## config.mk

```make
export PLATFORM = sky130hd
export DESIGN_NAME = les_cipher_sink
export DESIGN_NICKNAME = d
export VERILOG_FILES = /design/src/rtl/les_cipher_sink.sv
export SDC_FILE = /design/constraint.sdc
export NUM_CORES = 1
export LEC_CHECK = 0
export BUFFER_PORTS_ARGS = -buffer_cell sky130_fd_sc_hd__buf_2
export CAP_MARGIN = 0
export CELL_PAD_IN_SITES_DETAIL_PLACEMENT = 0
export CELL_PAD_IN_SITES_GLOBAL_PLACEMENT = 1
export CORE_MARGIN = 10
export CORE_UTILIZATION = 35
export DETAILED_ROUTE_END_ITERATION = 7
export MAX_ROUTING_LAYER = met4
export PLACE_DENSITY_LB_ADDON = 0.2
export SETUP_SLACK_MARGIN = 0.05
export SYNTH_ARGS = -nofsm -noshare
export SYNTH_HDL_FRONTEND = slang
export SYNTH_SLANG_ARGS = --single-unit
```

## constraint.sdc

```tcl
create_clock -name ICE_CLK -period 3.2 [get_ports ICE_CLK]
set_input_delay 0.32 -clock ICE_CLK [delete_from_list [all_inputs] [get_ports ICE_CLK]]
set_output_delay 0.32 -clock ICE_CLK [all_outputs]
set_load 0.03 [all_outputs]
```

## src/rtl/les_cipher_sink.sv

```systemverilog
// Ciphertext sink for the LES core: captures each finished encryption, folds it into
// a rotate-XOR signature and counter, and re-serialises it MSB first through a one-word buffer.
module les_cipher_sink #(
   parameter int WIDTH = 32,
   parameter int CNT_W = 16
) (
   input  logic             ICE_CLK,
   input  logic             resetn,
   input  logic             busy,
   input  logic [WIDTH-1:0] cipher_in,
   input  logic             clr,
   output logic [WIDTH-1:0] sig_out,
   output logic [CNT_W-1:0] count_out,
   output logic             ser_dout,
   output logic             ser_frame,
   output logic             overrun
);

   localparam int BC_W = $clog2(WIDTH);
   localparam logic [BC_W-1:0] LAST_BIT = BC_W'(WIDTH - 1);

   typedef enum logic {IDLE = 1'b0, SHIFT = 1'b1} state_t;

   state_t            state_q, state_d;
   logic              busy_q, busy_d;
   logic [WIDTH-1:0]  sig_q, sig_d;
   logic [CNT_W-1:0]  count_q, count_d;
   logic              overrun_q, overrun_d;
   logic [WIDTH-1:0]  pend_q, pend_d;
   logic              pend_v_q, pend_v_d;
   logic [WIDTH-1:0]  shreg_q, shreg_d;
   logic [BC_W-1:0]   bitcnt_q, bitcnt_d;

   logic cap;
   logic drain;

   assign cap   = busy_q & ~busy;
   // The buffer empties in the same cycle a new capture may refill it.
   assign drain = (state_q == IDLE) & pend_v_q;

   always_ff @(posedge ICE_CLK) begin
      if (!resetn) begin
         state_q   <= IDLE;
         busy_q    <= 1'b0;
         sig_q     <= '0;
         count_q   <= '0;
         overrun_q <= 1'b0;
         pend_q    <= '0;
         pend_v_q  <= 1'b0;
         shreg_q   <= '0;
         bitcnt_q  <= '0;
      end else begin
         state_q   <= state_d;
         busy_q    <= busy_d;
         sig_q     <= sig_d;
         count_q   <= count_d;
         overrun_q <= overrun_d;
         pend_q    <= pend_d;
         pend_v_q  <= pend_v_d;
         shreg_q   <= shreg_d;
         bitcnt_q  <= bitcnt_d;
      end
   end

   always_comb begin
      busy_d    = busy;
      sig_d     = sig_q;
      count_d   = count_q;
      overrun_d = overrun_q;
      pend_d    = pend_q;
      pend_v_d  = pend_v_q;
      // Clear wins over a coincident capture for the signature side only.
      if (clr) begin
         sig_d     = '0;
         count_d   = '0;
         overrun_d = 1'b0;
      end else if (cap) begin
         sig_d   = {sig_q[WIDTH-2:0], sig_q[WIDTH-1]} ^ cipher_in;
         count_d = count_q + 1'b1;
         if (pend_v_q && !drain) begin
            overrun_d = 1'b1;
         end
      end
      if (drain) begin
         pend_v_d = 1'b0;
      end
      if (cap && (!pend_v_q || drain)) begin
         pend_d   = cipher_in;
         pend_v_d = 1'b1;
      end
   end

   always_comb begin
      state_d  = state_q;
      shreg_d  = shreg_q;
      bitcnt_d = bitcnt_q;
      case (state_q)
         IDLE: begin
            if (pend_v_q) begin
               state_d  = SHIFT;
               shreg_d  = pend_q;
               bitcnt_d = '0;
            end
         end
         SHIFT: begin
            shreg_d  = {shreg_q[WIDTH-2:0], 1'b0};
            bitcnt_d = bitcnt_q + 1'b1;
            if (bitcnt_q == LAST_BIT) begin
               state_d = IDLE;
            end
         end
         default: state_d = IDLE;
      endcase
   end

   always_comb begin
      ser_frame = 1'b0;
      ser_dout  = 1'b0;
      if (state_q == SHIFT) begin
         ser_frame = 1'b1;
         ser_dout  = shreg_q[WIDTH-1];
      end
   end

   assign sig_out   = sig_q;
   assign count_out = count_q;
   assign overrun   = overrun_q;

endmodule

```

# After elaboration in Yosys (flattened, before gate mapping)
# Cells that the tools add are included.
# Widths: inputs -> output; s select.
[totals]
register_bits = 121
latch_bits = 0
mem_bits_rw = 0
mem_bits_ro = 0
in_bits = 36
elab_cells = 38
n_memories = 0
[classes]
addsub = 2
multipliers = 0
div = 0
order_cmp = 0
eq_ne = 2
shift = 0
mux = 11
n_bitwise = 6
n_reduce_logical = 8
[op_table]
columns = ["cell", "n"]
rows = [
  ["$pmux 32 s2", 1],
  ["$mux 32", 1],
  ["$xor 32x32->32", 1],
  ["$add 16x1->16 const B", 1],
  ["$pmux 5 s2", 1],
  ["$mux 1", 6],
  ["$add 5x1->5 const B", 1],
  ["$eq 5x5->1 const B", 1],
  ["$mux 5", 1],
  ["$not 1->1", 3],
  ["$and 1x1->1", 2],
  ["$logic_and 1x1->1", 2],
  ["$logic_not 1->1", 2],
  ["$ne 2x2->1 const B", 1],
  ["$pmux 1 s2", 1],
  ["$reduce_and 2->1", 1],
  ["$reduce_bool 2->1", 1],
  ["$reduce_or 2->1", 1],
  ["$logic_or 1x1->1", 1],
]

# Logic depth before layout (Yosys ltp)
[logic_depth]
ltp_word = 5
depth_mapped = 6
ltp_nobuf = 6

# Worst setup path before layout
# No wires, ideal clock.
[synth_timing]
path_type = "register to output"
start = "reg state_q"
end = "out ser_dout"
arrival_time_ns = 1.309
required_time_ns = 2.880
slack_ns = 1.571
path_stages_with_launch = 5
path_buffers = 3
cell_sequence = "dfxtp_1 > buf_4 > buf_4 > buf_2 > and2_1"
[synth_via]
elab_chain_len = 1
[synth_rtl]
columns = ["item", "line_no", "source"]
rows = [
  ["from (decl)", "24", "state_t state_q, state_d;"],
  ["from (signal assigned)", "53", "state_q <= state_d;"],
  ["$mux 1", "119", "if (state_q == SHIFT) begin"],
  ["to (decl)", "14", "output logic ser_dout,"],
]
# No other way between the ends.

# Final worst setup path
[layout_timing]
start = "reg state_q"
end = "out ser_frame"
[layout_via]
elab_chain_len = 1
[layout_rtl]
columns = ["item", "line_no", "source"]
rows = [
  ["$mux 1", "119", ""],
  ["to (decl)", "15", "output logic ser_frame,"],
]
# No other way between the ends.

==> metrics <==
max_cap viols 0; Tcrit/Tclk final 69.19%; CP startpoint kind register; Post-Syn Nets 620; multiplexer share of the synthesized area 6.331%; Chip Width 142.1 um; Clock Latency Late Sink 0.42 ns; RSZ-0062 raised after global routing false; DRC 0; Ant. Diodes 0; area grow syn2layout 19.45%; Fin. Hold Viols 0; reg-to-reg startpoint state_q; starting density of the core 35.76%; DR iter-0 viols 187; status completed; vias in the first global route 3919; Core Region 0.01459 mm2; hold slack 0.1595 ns; DRT Wirelength 11.56 mm; root buf cell clkbuf_16; max-slew violations 0; Synth Area in Compound Gates 14.63%; via count 4052; adder-cell share of the synthesized area 0.7194%; Clk pin slew, worst setup/hold paths 0.05 ns; number of fill cells 1468; drt first pass iters 4; Detail Placement HPWL 7.857 mm; worst min-delay path category input pin to register; first-pass GRT wire length 19.28 mm; setup violators final 0; final instance area 0.006232 mm2; Die ar. 0.02019 mm2; Hold Crit Depth 3; gr ovfl total 0; Max clock buf depth 2; final worst path period need 2.214 ns; Num CTS Buffers 17; relative slew slack 45.40%; IO Count 87; EDFF count, synth 0; setup TNS 0 ns; hold wc startpoint cipher_in[22]; placement row count 44; ys async rst share 0%; Main synth FF type dfxtp_1; WP data required 2.88 ns; PortBufs 86; Synth Instances 581; WL/cell 13.63 um; Leakage Power 2.290 nW; initial antenna violation count 0; post_cts resized 0; placed cell count 817; R2R Setup Slk 1.20 ns; layout cell share with drive strength beyond 1 19.58%; Clock Skews 0.006573 ns; peak supply drop 0.3838 mV; Sink Count 121; Detail Route Antenna Nets 0; Syn Area/Cell 8.980 um2; Vias/cell 4.778; CTS tree done; Pwr Density 551.0 mW/mm2; GP Congestion 0.7413; worst-margin pin slew 0.8172 ns; fraction of the yosys area taken by sequential cells 46.43%; post-synthesis xor/xnor area fraction 7.218%; DP Area 0.005720 mm2; FMAX 451.6 MHz; non-filler instance count after layout 848; largest net degree at the start of global routing 72; H-tree level count 4; Simple-Gate Fraction of Synth Area 20.05%; FF-to-FF path depth 5; largest family of logic cells by synthesized area simple AND/OR/NAND/NOR gates; Die Span Y 142.1 um; WHS Endpoint pend_q[22]; Setup Buffers After CTS 0; synth unique cells 40; Final nets 691; kind of critical path register to primary output; YS warnings 0; final core occ 42.72%; #FFs+latches synth 121; Post-CTS Hold Fix Bufs 0; Netlist Area Pre-Place 0.005218 mm2; RR Endpoint pend_q[0]; Total GRT Usage 12.11%; Worst Setup End Kind primary output; crit path DAT 1.89 ns; critical path fanouts, max 43
==> critical path, stage by stage (launching register included) <==
cell and delay [ns]:
dfxtp_2 0.72, buf_4 0.46, buf_2 0.28
==> cells in the final DEF (no fill, tap or decap), types with 3 or more instances in the layout <==
| cell type | Yosys | layout |
|---|---|---|
| a211oi_1 | 32 | 32 |
| a21boi_0 | 3 | 3 |
| a21boi_1 | 30 | 30 |
| a21oi_1 | 7 | 7 |
| and2_1 | 34 | 34 |
| buf_2 | 19 | 86 |
| buf_4 | 2 | 7 |
| clkbuf_1 | 14 | 8 |
| clkbuf_16 | 0 | 17 |
| clkbuf_8 | 0 | 3 |
| clkinv_2 | 0 | 3 |
| dfxtp_1 | 121 | 119 |
| ha_1 | 3 | 3 |
| inv_1 | 5 | 5 |
| mux2i_1 | 33 | 33 |
| nand2_1 | 104 | 104 |
| nand3_1 | 3 | 3 |
| nand4_1 | 4 | 4 |
| nor2_1 | 47 | 47 |
| nor2b_1 | 5 | 4 |
| nor3_1 | 4 | 4 |
| nor3b_1 | 4 | 4 |
| nor4_2 | 3 | 3 |
| o21ai_0 | 31 | 31 |
| o21ai_1 | 4 | 4 |
| xnor2_1 | 40 | 40 |
| xor2_1 | 3 | 3 |
==> Yosys cell counts (4+ instances only) <==
library cell / count / area, um2
a211oi_1: 32 / 240.2
inv_1: 5 / 18.77
and2_1: 34 / 212.7
o21ai_0: 31 / 155.2
xnor2_1: 40 / 350.3
nand2_1: 104 / 390.4
buf_6: 5 / 56.30
nor2_1: 47 / 176.4
a21boi_1: 30 / 225.2
nor3b_1: 4 / 30.03
nand4_1: 4 / 25.02
clkbuf_1: 14 / 52.55
o21ai_1: 4 / 20.02
dfxtp_1: 121 / 2422
nor3_1: 4 / 20.02
a21oi_1: 7 / 35.03
mux2i_1: 33 / 330.3
buf_2: 19 / 95.09
nor2b_1: 5 / 31.28
==> flip-flops by register name, indices dropped and copies added, names as in the netlist <==
| register | cells |
|---|---|
| bitcnt_q | 5 |
| busy_q | 1 |
| count_out | 16 |
| overrun | 1 |
| pend_q | 32 |
| pend_v_q | 1 |
| shreg_q | 32 |
| sig_out | 32 |
| state_q | 1 |
==> how the worst max path moves through the flow <==
stage / from / end / cells past startpoint
2_1_floorplan: state_q / ser_dout / 4
3_3_place_gp: state_q / pend_q[0] / 5
3_5_place_dp: state_q / pend_q[0] / 5
4_1_cts: state_q / ser_frame / 2
5_1_grt: state_q / ser_frame / 2
6_report: state_q / ser_frame / 2
==> report_power, final <==
group | internal (W) | leakage [nW] | switching [W]
logic | 0.0000805 | 1.06 | 0.000119
registers | 0.00154 | 0.980 | 0.0000256
clock network | 0.00104 | 0.252 | 0.000632
==> cell families (layout without fill, tap and decap cells) <==
| logic type | after synthesis | in the layout |
|---|---|---|
| adder cells (fa/ha/maj) | 3 | 3 |
| buffers and inverters | 46 | 129 |
| AND/OR/NAND/NOR | 221 | 221 |
| multiplexers | 33 | 33 |
| XOR/XNOR | 43 | 43 |
| AO/OA/AOI/OAI | 114 | 114 |
| flip-flops | 121 | 121 |
==> through the flow <==
step | setup slack [ns] | total power [W]
finish | 0.9859 | 0.003434
global placement | 1.258 | 0.001793
global route | 0.7952 | 0.003578
floorplan | 1.571 | 0.001730
detailed placement | 1.139 | 0.001797
CTS | 0.9282 | 0.003486
==> metal layers <==
metal / vias up / routed length, um / track usage [%] / share of wire (%)
met1: 1882 / 5742 / 15.10 / 50
met5: - / 0 / - / 0
met2: 66 / 5200 / 17.63 / 45
met3: 14 / 468 / 4.139 / 4.0
li1: 2090 / - / - / -
met4: 0 / 144 / 4.680 / 1.2
==> final cells by class <==
cell class,count,area [um2],area share [%]
clock buffers,28,496.7,7.970
clock inverters,3,15.01,0.2409
inverters,5,18.77,0.3011
multi-input cells,414,2564,41.14
flip-flops and latches,121,2425,38.91
well taps,184,230.2,3.694
repair buffers,93,483.0,7.749
Note: power is estimated with default switching activity, not from simulation.
